--- config.mk ---
export PLATFORM = sky130hd
export DESIGN_NAME = stp_decoder_flat
export DESIGN_NICKNAME = d
export VERILOG_FILES = /design/src/rtl/stp_decoder_if.sv /design/src/rtl/stp_decoder.sv /design/src/flat_wrapper.sv
export SDC_FILE = /design/constraint.sdc
export NUM_CORES = 1
export LEC_CHECK = 0
export BUFFER_PORTS_ARGS = -buffer_cell sky130_fd_sc_hd__buf_2
export CAP_MARGIN = 20
export CORE_MARGIN = 2
export CORE_UTILIZATION = 57
export CTS_CLUSTER_DIAMETER = 200
export DETAILED_ROUTE_END_ITERATION = 10
export GPL_ROUTABILITY_DRIVEN = 0
export PLACE_DENSITY = 0.84
export RECOVER_POWER = 50
export SYNTH_ARGS = -nofsm -noshare
export SYNTH_HDL_FRONTEND = slang
export SYNTH_SLANG_ARGS = --single-unit
--- constraint.sdc ---
create_clock -name clk_i -period 2.4 [get_ports clk_i]
set_input_delay 0.48 -clock clk_i [delete_from_list [all_inputs] [get_ports clk_i]]
set_output_delay 0.48 -clock clk_i [all_outputs]
set_load 0.05 [all_outputs]
--- src/rtl/stp_decoder_if.sv ---
// Step/direction receiver bus: stimulus from the driver side, position,
// read handshake and status back from the decoder.
interface stp_decoder_if;
  logic       step_i;
  logic       dir_i;
  logic       clr_i;
  logic       rd_req_i;
  logic [7:0] pos_o;
  logic [7:0] rd_pos_o;
  logic       rd_ack_o;
  logic       moving_o;
  logic       done_o;
  logic       err_o;
  logic [2:0] err_code_o;

  modport master (
    output step_i, dir_i, clr_i, rd_req_i,
    input  pos_o, rd_pos_o, rd_ack_o, moving_o, done_o, err_o, err_code_o
  );

  modport slave (
    input  step_i, dir_i, clr_i, rd_req_i,
    output pos_o, rd_pos_o, rd_ack_o, moving_o, done_o, err_o, err_code_o
  );
endinterface

--- src/rtl/stp_decoder.sv ---
// Step/direction decoder: counts rising step edges into an absolute position
// clamped to 0..MAX_POS, flags overrange / step-rate / direction-setup errors
// (sticky, clearable), tracks motion with an idle timeout and serves a
// 4-phase position snapshot handshake. All outputs come straight from flops.
module stp_decoder #(
  parameter int MAX_POS   = 240,
  parameter int MIN_PER   = 2,
  parameter int DIR_SETUP = 1,
  parameter int IDLE_CYC  = 8
) (
  input  logic         clk_i,
  input  logic         rst_i,
  stp_decoder_if.slave bus
);

  localparam logic [7:0] MAX_POS_C   = 8'(MAX_POS);
  localparam logic [7:0] MIN_PER_C   = 8'(MIN_PER);
  localparam logic [7:0] DIR_SETUP_C = 8'(DIR_SETUP);
  localparam logic [7:0] IDLE_LAST_C = 8'(IDLE_CYC - 1);

  typedef enum logic [0:0] {
    ST_IDLE   = 1'b0,
    ST_MOVING = 1'b1
  } motion_e;

  motion_e    state_r, state_nxt_s;
  logic       step_q_r, dir_q_r, first_step_r;
  logic [7:0] per_cnt_r, per_cnt_nxt_s;
  logic [7:0] dst_cnt_r, dst_cnt_nxt_s;
  logic [7:0] idle_cnt_r, idle_cnt_nxt_s;
  logic [7:0] pos_r, pos_nxt_s;
  logic [7:0] rd_pos_r, rd_pos_nxt_s;
  logic       rd_ack_r, rd_ack_nxt_s;
  logic       done_r, done_nxt_s;
  logic [2:0] err_r, err_nxt_s, err_new_s;
  logic       err_any_r;
  logic       rise_s;

  // Inputs are already clk_i-synchronous, so one flop is enough for edges.
  assign rise_s = bus.step_i & ~step_q_r;

  assign bus.pos_o      = pos_r;
  assign bus.rd_pos_o   = rd_pos_r;
  assign bus.rd_ack_o   = rd_ack_r;
  assign bus.moving_o   = (state_r == ST_MOVING);
  assign bus.done_o     = done_r;
  assign bus.err_o      = err_any_r;
  assign bus.err_code_o = err_r;

  // Position update, period / dir-stable counters and sticky error merge.
  always_comb begin
    pos_nxt_s     = pos_r;
    per_cnt_nxt_s = per_cnt_r;
    dst_cnt_nxt_s = dst_cnt_r;
    err_new_s     = 3'b000;
    err_nxt_s     = err_r;

    // Counts cycles dir_i has been stable including the current one, so a
    // change in the same cycle as an edge reads as zero setup.
    if (bus.dir_i != dir_q_r) begin
      dst_cnt_nxt_s = 8'd0;
    end else if (dst_cnt_r != 8'hFF) begin
      dst_cnt_nxt_s = dst_cnt_r + 8'd1;
    end else begin
      dst_cnt_nxt_s = dst_cnt_r;
    end

    if (rise_s) begin
      per_cnt_nxt_s = 8'd1;
      if (bus.dir_i == 1'b0) begin
        if (pos_r == MAX_POS_C) begin
          err_new_s[0] = 1'b1;
        end else begin
          pos_nxt_s = pos_r + 8'd1;
        end
      end else begin
        if (pos_r == 8'd0) begin
          err_new_s[0] = 1'b1;
        end else begin
          pos_nxt_s = pos_r - 8'd1;
        end
      end
      // The very first edge after reset has no predecessor to be timed against.
      if (!first_step_r && (per_cnt_r < MIN_PER_C)) begin
        err_new_s[1] = 1'b1;
      end else begin
        err_new_s[1] = 1'b0;
      end
      if (dst_cnt_nxt_s < DIR_SETUP_C) begin
        err_new_s[2] = 1'b1;
      end else begin
        err_new_s[2] = 1'b0;
      end
    end else if (per_cnt_r != 8'hFF) begin
      per_cnt_nxt_s = per_cnt_r + 8'd1;
    end else begin
      per_cnt_nxt_s = per_cnt_r;
    end

    // A new error in the clearing cycle survives the clear.
    if (bus.clr_i) begin
      err_nxt_s = err_new_s;
    end else begin
      err_nxt_s = err_r | err_new_s;
    end
  end

  // Motion FSM: any edge (re)starts motion, idle timeout ends it with done.
  always_comb begin
    state_nxt_s    = state_r;
    idle_cnt_nxt_s = idle_cnt_r;
    done_nxt_s     = 1'b0;
    case (state_r)
      ST_IDLE: begin
        if (rise_s) begin
          state_nxt_s    = ST_MOVING;
          idle_cnt_nxt_s = 8'd0;
        end else begin
          idle_cnt_nxt_s = 8'd0;
        end
      end
      ST_MOVING: begin
        if (rise_s) begin
          idle_cnt_nxt_s = 8'd0;
        end else if (idle_cnt_r == IDLE_LAST_C) begin
          state_nxt_s    = ST_IDLE;
          idle_cnt_nxt_s = 8'd0;
          done_nxt_s     = 1'b1;
        end else begin
          idle_cnt_nxt_s = idle_cnt_r + 8'd1;
        end
      end
      default: begin
        state_nxt_s    = ST_IDLE;
        idle_cnt_nxt_s = 8'd0;
      end
    endcase
  end

  // 4-phase read: snapshot the pre-step position once per request.
  always_comb begin
    rd_pos_nxt_s = rd_pos_r;
    rd_ack_nxt_s = rd_ack_r;
    if (bus.rd_req_i && !rd_ack_r) begin
      rd_pos_nxt_s = pos_r;
      rd_ack_nxt_s = 1'b1;
    end else if (!bus.rd_req_i) begin
      rd_ack_nxt_s = 1'b0;
    end else begin
      rd_ack_nxt_s = rd_ack_r;
    end
  end

  // State register for all decoder state; reset discards motion silently.
  always_ff @(posedge clk_i) begin
    if (rst_i) begin
      state_r      <= ST_IDLE;
      step_q_r     <= 1'b0;
      dir_q_r      <= 1'b0;
      first_step_r <= 1'b1;
      per_cnt_r    <= 8'd0;
      dst_cnt_r    <= 8'd0;
      idle_cnt_r   <= 8'd0;
      pos_r        <= 8'd0;
      rd_pos_r     <= 8'd0;
      rd_ack_r     <= 1'b0;
      done_r       <= 1'b0;
      err_r        <= 3'b000;
      err_any_r    <= 1'b0;
    end else begin
      state_r      <= state_nxt_s;
      step_q_r     <= bus.step_i;
      dir_q_r      <= bus.dir_i;
      first_step_r <= first_step_r & ~rise_s;
      per_cnt_r    <= per_cnt_nxt_s;
      dst_cnt_r    <= dst_cnt_nxt_s;
      idle_cnt_r   <= idle_cnt_nxt_s;
      pos_r        <= pos_nxt_s;
      rd_pos_r     <= rd_pos_nxt_s;
      rd_ack_r     <= rd_ack_nxt_s;
      done_r       <= done_nxt_s;
      err_r        <= err_nxt_s;
      err_any_r    <= |err_nxt_s;
    end
  end

endmodule
--- src/flat_wrapper.sv ---
// flat-port wrapper written by rule: the top's interface ports become plain ports
module stp_decoder_flat 
#(
  parameter int MAX_POS   = 240,
  parameter int MIN_PER   = 2,
  parameter int DIR_SETUP = 1,
  parameter int IDLE_CYC  = 8
)
  (clk_i, rst_i, bus_step_i, bus_dir_i, bus_clr_i, bus_rd_req_i, bus_pos_o, bus_rd_pos_o, bus_rd_ack_o, bus_moving_o, bus_done_o, bus_err_o, bus_err_code_o);
  stp_decoder_if bus_i ();
  input  logic clk_i;
  input  logic rst_i;
  input wire logic [$bits(bus_i.step_i)-1:0] bus_step_i;
  input wire logic [$bits(bus_i.dir_i)-1:0] bus_dir_i;
  input wire logic [$bits(bus_i.clr_i)-1:0] bus_clr_i;
  input wire logic [$bits(bus_i.rd_req_i)-1:0] bus_rd_req_i;
  output wire logic [$bits(bus_i.pos_o)-1:0] bus_pos_o;
  output wire logic [$bits(bus_i.rd_pos_o)-1:0] bus_rd_pos_o;
  output wire logic [$bits(bus_i.rd_ack_o)-1:0] bus_rd_ack_o;
  output wire logic [$bits(bus_i.moving_o)-1:0] bus_moving_o;
  output wire logic [$bits(bus_i.done_o)-1:0] bus_done_o;
  output wire logic [$bits(bus_i.err_o)-1:0] bus_err_o;
  output wire logic [$bits(bus_i.err_code_o)-1:0] bus_err_code_o;
  assign bus_i.step_i = bus_step_i;
  assign bus_i.dir_i = bus_dir_i;
  assign bus_i.clr_i = bus_clr_i;
  assign bus_i.rd_req_i = bus_rd_req_i;
  assign bus_pos_o = bus_i.pos_o;
  assign bus_rd_pos_o = bus_i.rd_pos_o;
  assign bus_rd_ack_o = bus_i.rd_ack_o;
  assign bus_moving_o = bus_i.moving_o;
  assign bus_done_o = bus_i.done_o;
  assign bus_err_o = bus_i.err_o;
  assign bus_err_code_o = bus_i.err_code_o;
  stp_decoder #(.MAX_POS(MAX_POS), .MIN_PER(MIN_PER), .DIR_SETUP(DIR_SETUP), .IDLE_CYC(IDLE_CYC)) u_core (.clk_i(clk_i), .rst_i(rst_i), .bus(bus_i));
endmodule
Word level (Yosys, flattened, before mapping)
Index checks and enable logic that the tools add are counted. Widths: inputs -> output; s select.

Add/sub/neg operators: 5. Order comparisons: 2. Reduce and logical (&&, ||, !) cells: 10. Equal/unequal tests: 8. Multiplexer cells: 24. Bitwise operators: 6.

Operators with widths (count): $mux 8 (7); $add 8x1->8 const B (4); $ne 8x8->1 const B (2); $pmux 8 s2 (1); $mux 1 (13); $eq 8x3->1 const B (1); $eq 8x8->1 const B (1); $logic_not 8->1 (1); $lt 8x1->1 const B (1); $lt 8x2->1 const B (1); $sub 8x1->8 const B (1); $mux 3 (2); $reduce_or 3->1 (2); $ne 2x2->1 const B (2); $not 1->1 (3); $or 3x3->3 (1); $reduce_and 3->1 (1); $and 1x1->1 (2); $logic_and 1x1->1 (2); $logic_not 1->1 (2); $ne 2x1->1 const B (1); $pmux 1 s2 (1); $reduce_bool 2->1 (1); $reduce_or 2->1 (1); $ne 1x1->1 (1).

Output and inout port bits: 23. Bits in registers: 50. Input port bits: 6.

Logic depth before layout (Yosys ltp)
Gate-level depths: netlist (run 1).

Depth in word-level cells: 9. Depth in mapped cells: 7.

Worst setup path before layout (run 1)
No wires, ideal clock.

Path kind: register -> register. Start point: register u_core.pos_r[0], in the netlist u_core.bus.pos_o[0]. End point: register u_core.pos_r[6], in the netlist u_core.bus.pos_o[6]. Path slack: 0.285 ns. Arrival: 1.987 ns. Cell stages (with the launch flop): 8. Path buffers: 0. Path through: dfxtp_1 inv_1 fa_1 nor2b_1 o21a_1 o21ai_0 a311oi_1 o22ai_1.

Longest elaborated chain between the ends: 3.

RTL lines: from (decl) (line stp_decoder.sv:31) `logic [7:0] pos_r, pos_nxt_s;`; from (signal assigned) (line stp_decoder.sv:178) `pos_r <= pos_nxt_s;`; $add 8x1->8 (tied with other cells) (line stp_decoder.sv:74) `pos_nxt_s = pos_r + 8'd1;`; $mux 8 (tied with other cells) (line stp_decoder.sv:71) `if (pos_r == MAX_POS_C) begin`; $mux 8 / $reduce_and 3->1 (equally long branches).

Parallel ways exist; a longest one is shown, timed or not. The select of a mux whose other input is x is not followed. A chain may end at the register's enable or synchronous reset.

Worst setup path after layout (run 1)
Start point: register u_core.dst_cnt_r[0]. End point: register u_core.err_any_r, in the netlist u_core.bus.err_o.

Longest elaborated chain between the ends: 9.

RTL lines: from (decl) (line stp_decoder.sv:29) `logic [7:0] dst_cnt_r, dst_cnt_nxt_s;`; from (signal assigned) (line stp_decoder.sv:176) `dst_cnt_r <= dst_cnt_nxt_s;`; $add 8x1->8 / $ne 8x8->1 (equally long branches) (line stp_decoder.sv:63, stp_decoder.sv:62); $mux 8 * (line stp_decoder.sv:62) `end else if (dst_cnt_r != 8'hFF) begin`; $mux 8 * (line stp_decoder.sv:60) `if (bus.dir_i != dir_q_r) begin`; $lt 8x1->1 * (line stp_decoder.sv:89) `if (dst_cnt_nxt_s < DIR_SETUP_C) begin`; $mux 1 * (line stp_decoder.sv:89); $mux 3 * (line stp_decoder.sv:68) `if (rise_s) begin`; $or 3x3->3 (line stp_decoder.sv:104) `err_nxt_s = err_r | err_new_s;`; $mux 3 * (line stp_decoder.sv:101) `if (bus.clr_i) begin`; $reduce_or 3->1 * (line stp_decoder.sv:183) `err_any_r <= |err_nxt_s;`; to (signal assigned) (line stp_decoder.sv:183); to (decl) (line stp_decoder.sv:36) `logic err_any_r;`.

Every way passes the cells marked *; elsewhere a longest branch is shown, timed or not.

==> results of run 1 <==
==> cells in the mapped netlist (3+ instances only) <==
cell type                  number
sky130_fd_sc_hd__a32oi_1        3
sky130_fd_sc_hd__nor2b_1        6
sky130_fd_sc_hd__ha_1           9
sky130_fd_sc_hd__mux2i_1        3
sky130_fd_sc_hd__nor4_1         5
sky130_fd_sc_hd__a21oi_1       19
sky130_fd_sc_hd__nand4_1        6
sky130_fd_sc_hd__nand3_1       11
sky130_fd_sc_hd__nand2b_1       5
sky130_fd_sc_hd__nor3_1         9
sky130_fd_sc_hd__nor2_1        35
sky130_fd_sc_hd__dfxtp_1       50
sky130_fd_sc_hd__nand2_1       32
sky130_fd_sc_hd__o21ai_0        4
sky130_fd_sc_hd__xnor2_1        7
sky130_fd_sc_hd__xor2_1        11
sky130_fd_sc_hd__and3_1         5
sky130_fd_sc_hd__and4_1         3
sky130_fd_sc_hd__clkbuf_1       6
sky130_fd_sc_hd__inv_1         11
sky130_fd_sc_hd__a31oi_1        4
==> cell type report <==
cell class / count / area, um^2
fill: 345 / 1350
multi-input combinational: 207 / 1290
sequential: 50 / 1000
timing repair buffer: 32 / 144
clock buffer: 5 / 68.8
tap: 50 / 62.6
clock inverter: 3 / 43.8
inverter: 11 / 41.3
==> power by group <==
| part | switching (mW) | internal [mW] | total (mW) | leakage (nW) |
|---|---|---|---|---|
| registers | 0.0476 | 0.876 | 0.924 | 0.407 |
| logic | 0.316 | 0.157 | 0.473 | 0.561 |
| clock network | 0.288 | 0.312 | 0.600 | 0.0585 |
==> stage by stage <==
| step | worst slack [ns] | hold WS [ns] |
|---|---|---|
| after global placement | 0.267 | 0.428 |
| after detailed placement | 0.225 | 0.443 |
| after global routing | 0.0278 | 0.422 |
| after floorplan | 0.285 | 0.413 |
| final | 0.281 | 0.399 |
| after CTS | 0.275 | 0.397 |
==> kinds of logic after synthesis <==
family                   after synthesis
AND/OR/NAND/NOR                      127
flip-flops                            50
AO/OA/AOI/OAI                         47
buffers and inverters                 20
XOR/XNOR                              18
adder cells (fa/ha/maj)               10
multiplexers                           5
==> how the worst max path moves through the flow <==
stage	end	startpoint	cells past startpoint	slack, ns
CTS	u_core.bus.err_o$_SDFF_PP0_	u_core.dst_cnt_r[0]$_SDFF_PP0_	6	0.28
floorplan	u_core.bus.pos_o[6]$_SDFFE_PP0P_	u_core.bus.pos_o[0]$_SDFFE_PP0P_	7	0.28
finish	u_core.bus.err_o$_SDFF_PP0_	u_core.dst_cnt_r[0]$_SDFF_PP0_	6	0.28
detailed placement	u_core.bus.pos_o[6]$_SDFFE_PP0P_	bus_dir_i	8	0.22
global route	u_core.bus.err_o$_SDFF_PP0_	u_core.dst_cnt_r[0]$_SDFF_PP0_	6	0.03
global placement	u_core.bus.pos_o[6]$_SDFFE_PP0P_	bus_dir_i	8	0.27
==> layer usage <==
layer	global-route usage [%]	vias up	wire length [um]	part of all wire, %
met1	27.1	939	2160	46
met5	0	-	0	0
li1	-	1029	-	-
met2	39.1	27	2330	49
met4	6.75	0	79	1.7
met3	4.93	8	134	2.8
==> flip-flops by register name, summed over array words and instances (netlist names) <==
name / flops
u_core.bus.done_o: 1
u_core.bus.err_code_o: 3
u_core.bus.err_o: 1
u_core.bus.moving_o: 1
u_core.bus.pos_o: 8
u_core.bus.rd_ack_o: 1
u_core.bus.rd_pos_o: 8
u_core.dir_q_r: 1
u_core.dst_cnt_r: 8
u_core.first_step_r: 1
u_core.idle_cnt_r: 8
u_core.per_cnt_r: 8
u_core.step_q_r: 1
==> reports/results.env, run 1 <==
WORST-ENDPOINT-ARRIVAL_NS=2.38
R2R_SETUP_SLACK_NS=0.28
POST_DRT_WL_PER_CELL_UM=13.1
WORSTREG2REGEND='u_core.bus.err_o$_SDFF_PP0_'
POWER_DENSITY_mW_PER_MM2=753
SYNTH.AVG_CELL_AREA_UM2=8.55
CELL_BREAKDOWN_OF_THE_CRITICAL_PATH='ha_1 -> nand3_1 -> nor4b_1 -> nor3_1 -> o41ai_1 -> or3_1'
SYNTH-MAIN-FF-CELL='sky130_fd_sc_hd__dfxtp_1'
SYNTH_CELL_TYPE_COUNT=47
SLEW_HEADROOM_PCT=44.0
INITIAL_UTILIZATION_PCT=59.2
SYNTH_FA_HA_AREA_SHARE_PCT=5.60
HPWL_UM=3480
PATH_CLASS='flip-flop to flip-flop'
WHS_PATH_DEPTH=2
WORSTHOLDENDPOINT='u_core.step_q_r$_SDFF_PP0_'
TOP_AREA_CELLS_IN_THE_SYNTHESIZED_NETLIST='sky130_fd_sc_hd__dfxtp_1, sky130_fd_sc_hd__nor2_1, sky130_fd_sc_hd__nand2_1, sky130_fd_sc_hd__ha_1, sky130_fd_sc_hd__xor2_1'
SETUP-TNS-FINAL_NS=0
YOSYS.AREA_SHARE.SIMPLE_PCT=26.2
DOMINANT_COMBINATIONAL_CELL_FAMILY_BY_AREA_AFTER_SYNTHESIS='simple AND/OR/NAND/NOR gates'
FMAX_MHz=472
FINALCRITPERIODSHARE_PCT=88.3
NNETSFINAL=323
SYN-CELL-AREA_MM2=0.00237
TRITONCTS='yes'
ENDPOINT_CLASS_OF_THE_CRITICAL_PATH='flip-flop'
POST_CTS.RESIZED_INSTANCES=0
POST_DP_CELL_AREA_MM2=0.00256
CP.REQUIRED_NS=2.66
SYNTH-XOR-AREA-SHARE_PCT=6.66
WORSTSETUPSTARTPOINTTYPE='flip-flop'
SETUP_VIOL=0
CTS.REPAIR_TIMING.SETUP_BUFFER_COUNT=0
CELL_WITH_THE_LARGEST_STAGE_DELAY_ON_THE_WORST_PATH='sky130_fd_sc_hd__o41ai_1'
ANTENNA_FOUND_INITIAL=0
SYNTHESIS.YOSYS.WARNINGS=0
SHARE_OF_THE_SYNTHESIZED_AREA_IN_COMPOUND_GATES_AO_OA_AOI_OAI_PCT=13.2
MOSTFREQUENTLAYOUTCELLS='sky130_fd_sc_hd__dfxtp_1, sky130_fd_sc_hd__nor2_1, sky130_fd_sc_hd__nand2_1'
CLKTRANSATPATHREGS_NS=0.09
CTS_ROOT_BUFFER='sky130_fd_sc_hd__clkbuf_8'
SYNTH-SEQ-CELLS=50
NUMBER_OF_GLOBAL_ROUTE_VIAS_BEFORE_REPAIR=1844
WL_UM=4700
CTSHTREEMAXLEVEL=2
IO-PIN-COUNT=29
GRT_REMAINING_OVERFLOW=0
MAXCAPVIOLCOUNT=0
DRV_SLEW=0
GRT_MAX_DEGREE=20
WORST_HOLD_PATH_TYPE='input port to flip-flop'
LAYOUT.CELLS.MOST_COMMON='sky130_fd_sc_hd__dfxtp_1'
DIE_Y_UM=68.5
DRT-PASS1-ITER-COUNT=4
INITIALDRTVIOLATIONCOUNT=90
FP.DIEW_UM=68.5
LAYOUT-DRIVE-GT1-SHARE_PCT=9.09
CTS_INSERTED_BUFFERS=5
ANTENNADIODECOUNT=0
CTS_NUM_SINKS=50
OUTCOME='finished clean'
PLACEABLE_CORE_REGION_MM2=0.00400
BIGGEST_CELL_DELAY_ALONG_THE_CRITICAL_PATH_NS=0.48
POST_LAYOUT_NONFILLER_INSTANCES=358
PATH_MAX_FANOUT=8
PATH_BUF_INV=0
CLKLATENCYLATEPIN_NS=0.31
STDCELL_AREA_MM2=0.00265
BUFFER_PORTS.INSERTED=28
POSTROUTEANTENNANETS=0
CTS-HOLD-FIX-BUFFERS=0
TOTAL_LEAKAGE_POWER_nW=1.03
TOTALPOWERFINAL_mW=2.00
WORST-SLEW-PIN-TRANSITION_NS=0.840
PLACED_CELLS=350
SYNTH_ENABLE_FLOP_CELLS=0
GATE_COUNT_POST_SYNTH=277
TIMING_HOLD_VIOLATIONS_FINAL=0
REG2REG_DEPTH=6
SETUP_REPAIR_AFTER_GLOBAL_ROUTING_MISSED_ITS_MARGIN='false'
SYN_NETS=293
CLOCK_PATH_BUFFERS=2
POSTSYNTH.ASYNCRESETSHARE_PCT=0
FINAL.MIN_CLOCK_PERIOD_NS=2.12
SYNTH.TOP_CELL.AREA_SHARE_PCT=42.3
AREA.GROWTH.SYNTH_TO_FINAL_PCT=11.9
VIAS=2003
FINAL_SKEW_NS=0.00950
POST-ROUTE-UTIL_PCT=66.3
POST-SYNTH-TOP-AREA-CELL='sky130_fd_sc_hd__dfxtp_1'
TIMING.HOLD.WORST.START='bus_step_i'
DETAIL_ROUTE.DRC_VIOLATIONS=0
VDD_IR_DROP_MAX_mV=0.494
GRT_FIRST_PASS_WIRELENGTH_UM=7960
CRITICAL_PATH.TOP_DELAY_FAMILY='simple AND/OR/NAND/NOR gates'
SEQ_AREA_FRAC_SYNTH_PCT=42.3
REG_TO_REG_CRITICAL_PATH_STARTPOINT='u_core.dst_cnt_r[0]$_SDFF_PP0_'
MULTIPLEXER_AREA_FRACTION_AFTER_SYNTHESIS_PCT=2.85
ROWS=23
ROUTE.DETAILED.VIAS_PER_INST=5.59
GLOBALROUTETOTALUTIL_PCT=22.3
DIE_AREA_MM2=0.00469
Note: power is estimated with default switching activity, not from simulation.
==> run 2, diff against run 1 <==
CORE_UTILIZATION = 61   (was 57)
CTS_CLUSTER_SIZE = 28   (was default)
GPL_TIMING_DRIVEN = 0   (was default)
PLACE_DENSITY = 0.89   (was 0.84)
clock period = 2.6 ns   (was 2.4 ns; I/O delays follow)
==> run 2 against run 1 <==
  * Combinational power fell by 10%
  * Global-route usage rose by 2.5 points
  * Utilization rose by 6.6 points
  * Critical endpoint is now u_core.bus.pos_o[6]$_SDFFE_PP0P_
  * Highest routed layer unchanged
==> reports/results.env, run 2 (synthesis results as in run 1) <==
WHS_PATH_DEPTH=1  # -1
CLKTRANSATPATHREGS_NS=0.09  # about the same
WORSTSETUPSTARTPOINTTYPE='input port'
ROUTE.DETAILED.VIAS_PER_INST=5.84  # +4.4%
DIE_AREA_MM2=0.00440  # -6.2%
GRT_FIRST_PASS_WIRELENGTH_UM=8420  # +5.7%
CTSHTREEMAXLEVEL=2  # unchanged
SWITCHINGPOWER_mW=0.594  # -8.8%
GLOBALROUTETOTALUTIL_PCT=24.8  # +2.5 points
TIMING_HOLD_VIOLATIONS_FINAL=0  # unchanged
FP.DIEW_UM=66.3  # -3.1%
POST_CTS.RESIZED_INSTANCES=0  # unchanged
LAYOUT.CELLS.MOST_COMMON='sky130_fd_sc_hd__dfxtp_1'
ANTENNA_FOUND_INITIAL=0  # unchanged
BUFFER_PORTS.INSERTED=28  # unchanged
INITIALDRTVIOLATIONCOUNT=114  # +27%
HPWL_UM=3580  # +2.9%
POWER.INTERNAL_mW=1.35  # +0.64%
CP.REQUIRED_NS=2.79  # +0.13 ns
POWER.SEQUENTIAL.FRACTION_PCT=44.0  # -2.3 points
DRV_SLEW=0  # unchanged
POSTROUTEANTENNANETS=0  # unchanged
POST-ROUTE-UTIL_PCT=72.9  # +6.6 points
MULTI_INPUT_LOGIC_AREA_MM2=0.00129  # unchanged
SETUP_REPAIR_AFTER_GLOBAL_ROUTING_MISSED_ITS_MARGIN='false'
TOTALPOWERFINAL_mW=1.95  # -2.4%
WORSTHOLDENDPOINT='u_core.idle_cnt_r[0]$_SDFF_PP0_'
ANTENNADIODECOUNT=0  # unchanged
SEQUENTIAL_CELL_AREA_MM2=0.00100  # unchanged
CTS_NUM_SINKS=50  # unchanged
R2R_SETUP_SLACK_NS=0.48  # +0.20 ns
NFILLCELLS=308  # -11%
GRT_MAX_DEGREE=16  # -20%
VDD_IR_DROP_MAX_mV=0.451  # -8.8%
NUMBER_OF_GLOBAL_ROUTE_VIAS_BEFORE_REPAIR=1981  # +7.4%
AREA.GROWTH.SYNTH_TO_FINAL_PCT=13.6
TRITONCTS='yes'
CTS_INSERTED_BUFFERS=5  # unchanged
REG2REG_DEPTH=6  # unchanged
CTS.REPAIR_TIMING.SETUP_BUFFER_COUNT=0  # unchanged
CTS-HOLD-FIX-BUFFERS=0  # unchanged
GRT_REMAINING_OVERFLOW=0  # unchanged
PATH_CLASS='input port to flip-flop'
PLACEABLE_CORE_REGION_MM2=0.00369  # -7.8%
FMAX_MHz=445
DIE_Y_UM=66.3  # -3.1%
MOSTFREQUENTLAYOUTCELLS='sky130_fd_sc_hd__dfxtp_1, sky130_fd_sc_hd__nor2_1, sky130_fd_sc_hd__nand2_1'
WORSTREG2REGEND='u_core.bus.err_o$_SDFF_PP0_'
TOTAL_LEAKAGE_POWER_nW=1.04  # +1.4%
INITIAL_UTILIZATION_PCT=64.2  # +5.0 points
CTS_ROOT_BUFFER='sky130_fd_sc_hd__clkbuf_8'
POWER.SHARE.SWITCHING_PCT=30.5  # -2.1 points
ROWS=22  # -4.3%
SETUP-TNS-FINAL_NS=0  # unchanged
NNETSFINAL=328  # +1.5%
VIAS=2109  # +5.3%
FRACTION_OF_POWER_CONSUMED_BY_THE_CLOCK_NETWORK_PCT=34.2  # +4.1 points
DP_SLACK_NS=0.343  # +0.118 ns
WORST-SLEW-PIN-TRANSITION_NS=0.785  # -0.0551 ns
WL_UM=4960  # +5.5%
PATH_MAX_FANOUT=11  # +3
WORST_HOLD_PATH_TYPE='flip-flop to flip-flop'
POST-ROUTE-WORST-SETUP-SLACK_NS=0.353  # +0.0720 ns
POST_DRT_WL_PER_CELL_UM=13.7  # +4.6%
IO-PIN-COUNT=29  # unchanged
DRT-PASS1-ITER-COUNT=4  # unchanged
POWER_DENSITY_mW_PER_MM2=724  # -3.8%
SLEW_HEADROOM_PCT=47.2  # +3.2 points
FINALHOLDWORSTSLACK_NS=0.445  # +0.0456 ns
FINAL.MIN_CLOCK_PERIOD_NS=2.25
DETAIL_ROUTE.DRC_VIOLATIONS=0  # unchanged
CLOCK_PATH_BUFFERS=2  # unchanged
ENDPOINT_CLASS_OF_THE_CRITICAL_PATH='flip-flop'
CLKLATENCYLATEPIN_NS=0.31  # about the same
SETUP_VIOL=0  # unchanged
FINALCRITPERIODSHARE_PCT=86.4
LAYOUT-DRIVE-GT1-SHARE_PCT=8.31  # -0.78 points
WORST-ENDPOINT-ARRIVAL_NS=2.43  # +0.05 ns
POWER.COMBINATIONAL.FRACTION_PCT=21.8  # -1.9 points
FINAL_SKEW_NS=0.00684  # -0.00266 ns
MAXCAPVIOLCOUNT=0  # unchanged
TIMING.HOLD.WORST.START='u_core.idle_cnt_r[0]$_SDFF_PP0_'
REG_TO_REG_CRITICAL_PATH_STARTPOINT='u_core.dst_cnt_r[0]$_SDFF_PP0_'
OUTCOME='finished clean'
==> run 2: changes by cell type in the layout (fill, tap and decap cells not counted), sizes merged <==
cell    before  now
clkbuf      22   30
buf         15   13
bufinv       1    2
clkinv       1    0
inv         12   11
==> run 2: worst max path at each step <==
| stage | start | to | slack (ns) | cells past startpoint |
|---|---|---|---|---|
| after detailed placement | bus_dir_i | u_core.bus.pos_o[7]$_SDFFE_PP0P_ | 0.34 | 7 |
| final | bus_dir_i | u_core.bus.pos_o[6]$_SDFFE_PP0P_ | 0.35 | 8 |
| after CTS | u_core.dst_cnt_r[0]$_SDFF_PP0_ | u_core.bus.err_o$_SDFF_PP0_ | 0.50 | 6 |
| after global routing | bus_dir_i | u_core.bus.pos_o[6]$_SDFFE_PP0P_ | 0.15 | 8 |
| after floorplan | u_core.bus.pos_o[0]$_SDFFE_PP0P_ | u_core.bus.pos_o[6]$_SDFFE_PP0P_ | 0.48 | 7 |
| after global placement | bus_dir_i | u_core.bus.pos_o[6]$_SDFFE_PP0P_ | 0.37 | 8 |
==> run 2: through the flow <==
| step | instance area [um^2] | std cells |
|---|---|---|
| after floorplan | 2370 | 277 |
| after CTS | 2710 | 361 |
| after detailed placement | 2570 | 353 |
| after global placement | 2570 | 353 |
| final | 2690 | 361 |
| after global routing | 2690 | 361 |
==> run 2: metal layers <==
metal,GRT usage [%],share of wire (%),up-vias
met1,29.1,45,1015
met3,4.77,3.3,8
met5,0,0,-
met4,10.7,1.8,0
li1,-,-,1051
met2,43.6,49,35
==> run 2: final cells by class <==
cell class / count / share of cell area (%)
flip-flops and latches: 50 / 37.2
repair buffers: 28 / 4.42
well taps: 48 / 2.23
inverters: 11 / 1.53
plain buffers: 9 / 1.35
clock inverters: 2 / 2.23
multi-input cells: 207 / 48.0
clock buffers: 6 / 3.07
==> run 2: worst max-delay path: stages <==
cell                       delay (ns)
sky130_fd_sc_hd__clkbuf_1        0.46
sky130_fd_sc_hd__inv_1           0.19
sky130_fd_sc_hd__fa_1            0.45
sky130_fd_sc_hd__nor2b_1         0.14
sky130_fd_sc_hd__o21a_1          0.16
sky130_fd_sc_hd__o21ai_0         0.12
sky130_fd_sc_hd__a311oi_1        0.28
sky130_fd_sc_hd__o22ai_1         0.11
==> run 2: power by group through the flow <==
| stage | sequential, mW | combinational [mW] | clock, mW |
|---|---|---|---|
| floorplan | 0.982 | 0.219 | 0 |
| global placement | 0.873 | 0.410 | 0 |
| detailed placement | 0.874 | 0.426 | 0 |
| CTS | 0.857 | 0.427 | 0.677 |
| global route | 0.865 | 0.461 | 0.710 |
| finish | 0.858 | 0.424 | 0.666 |
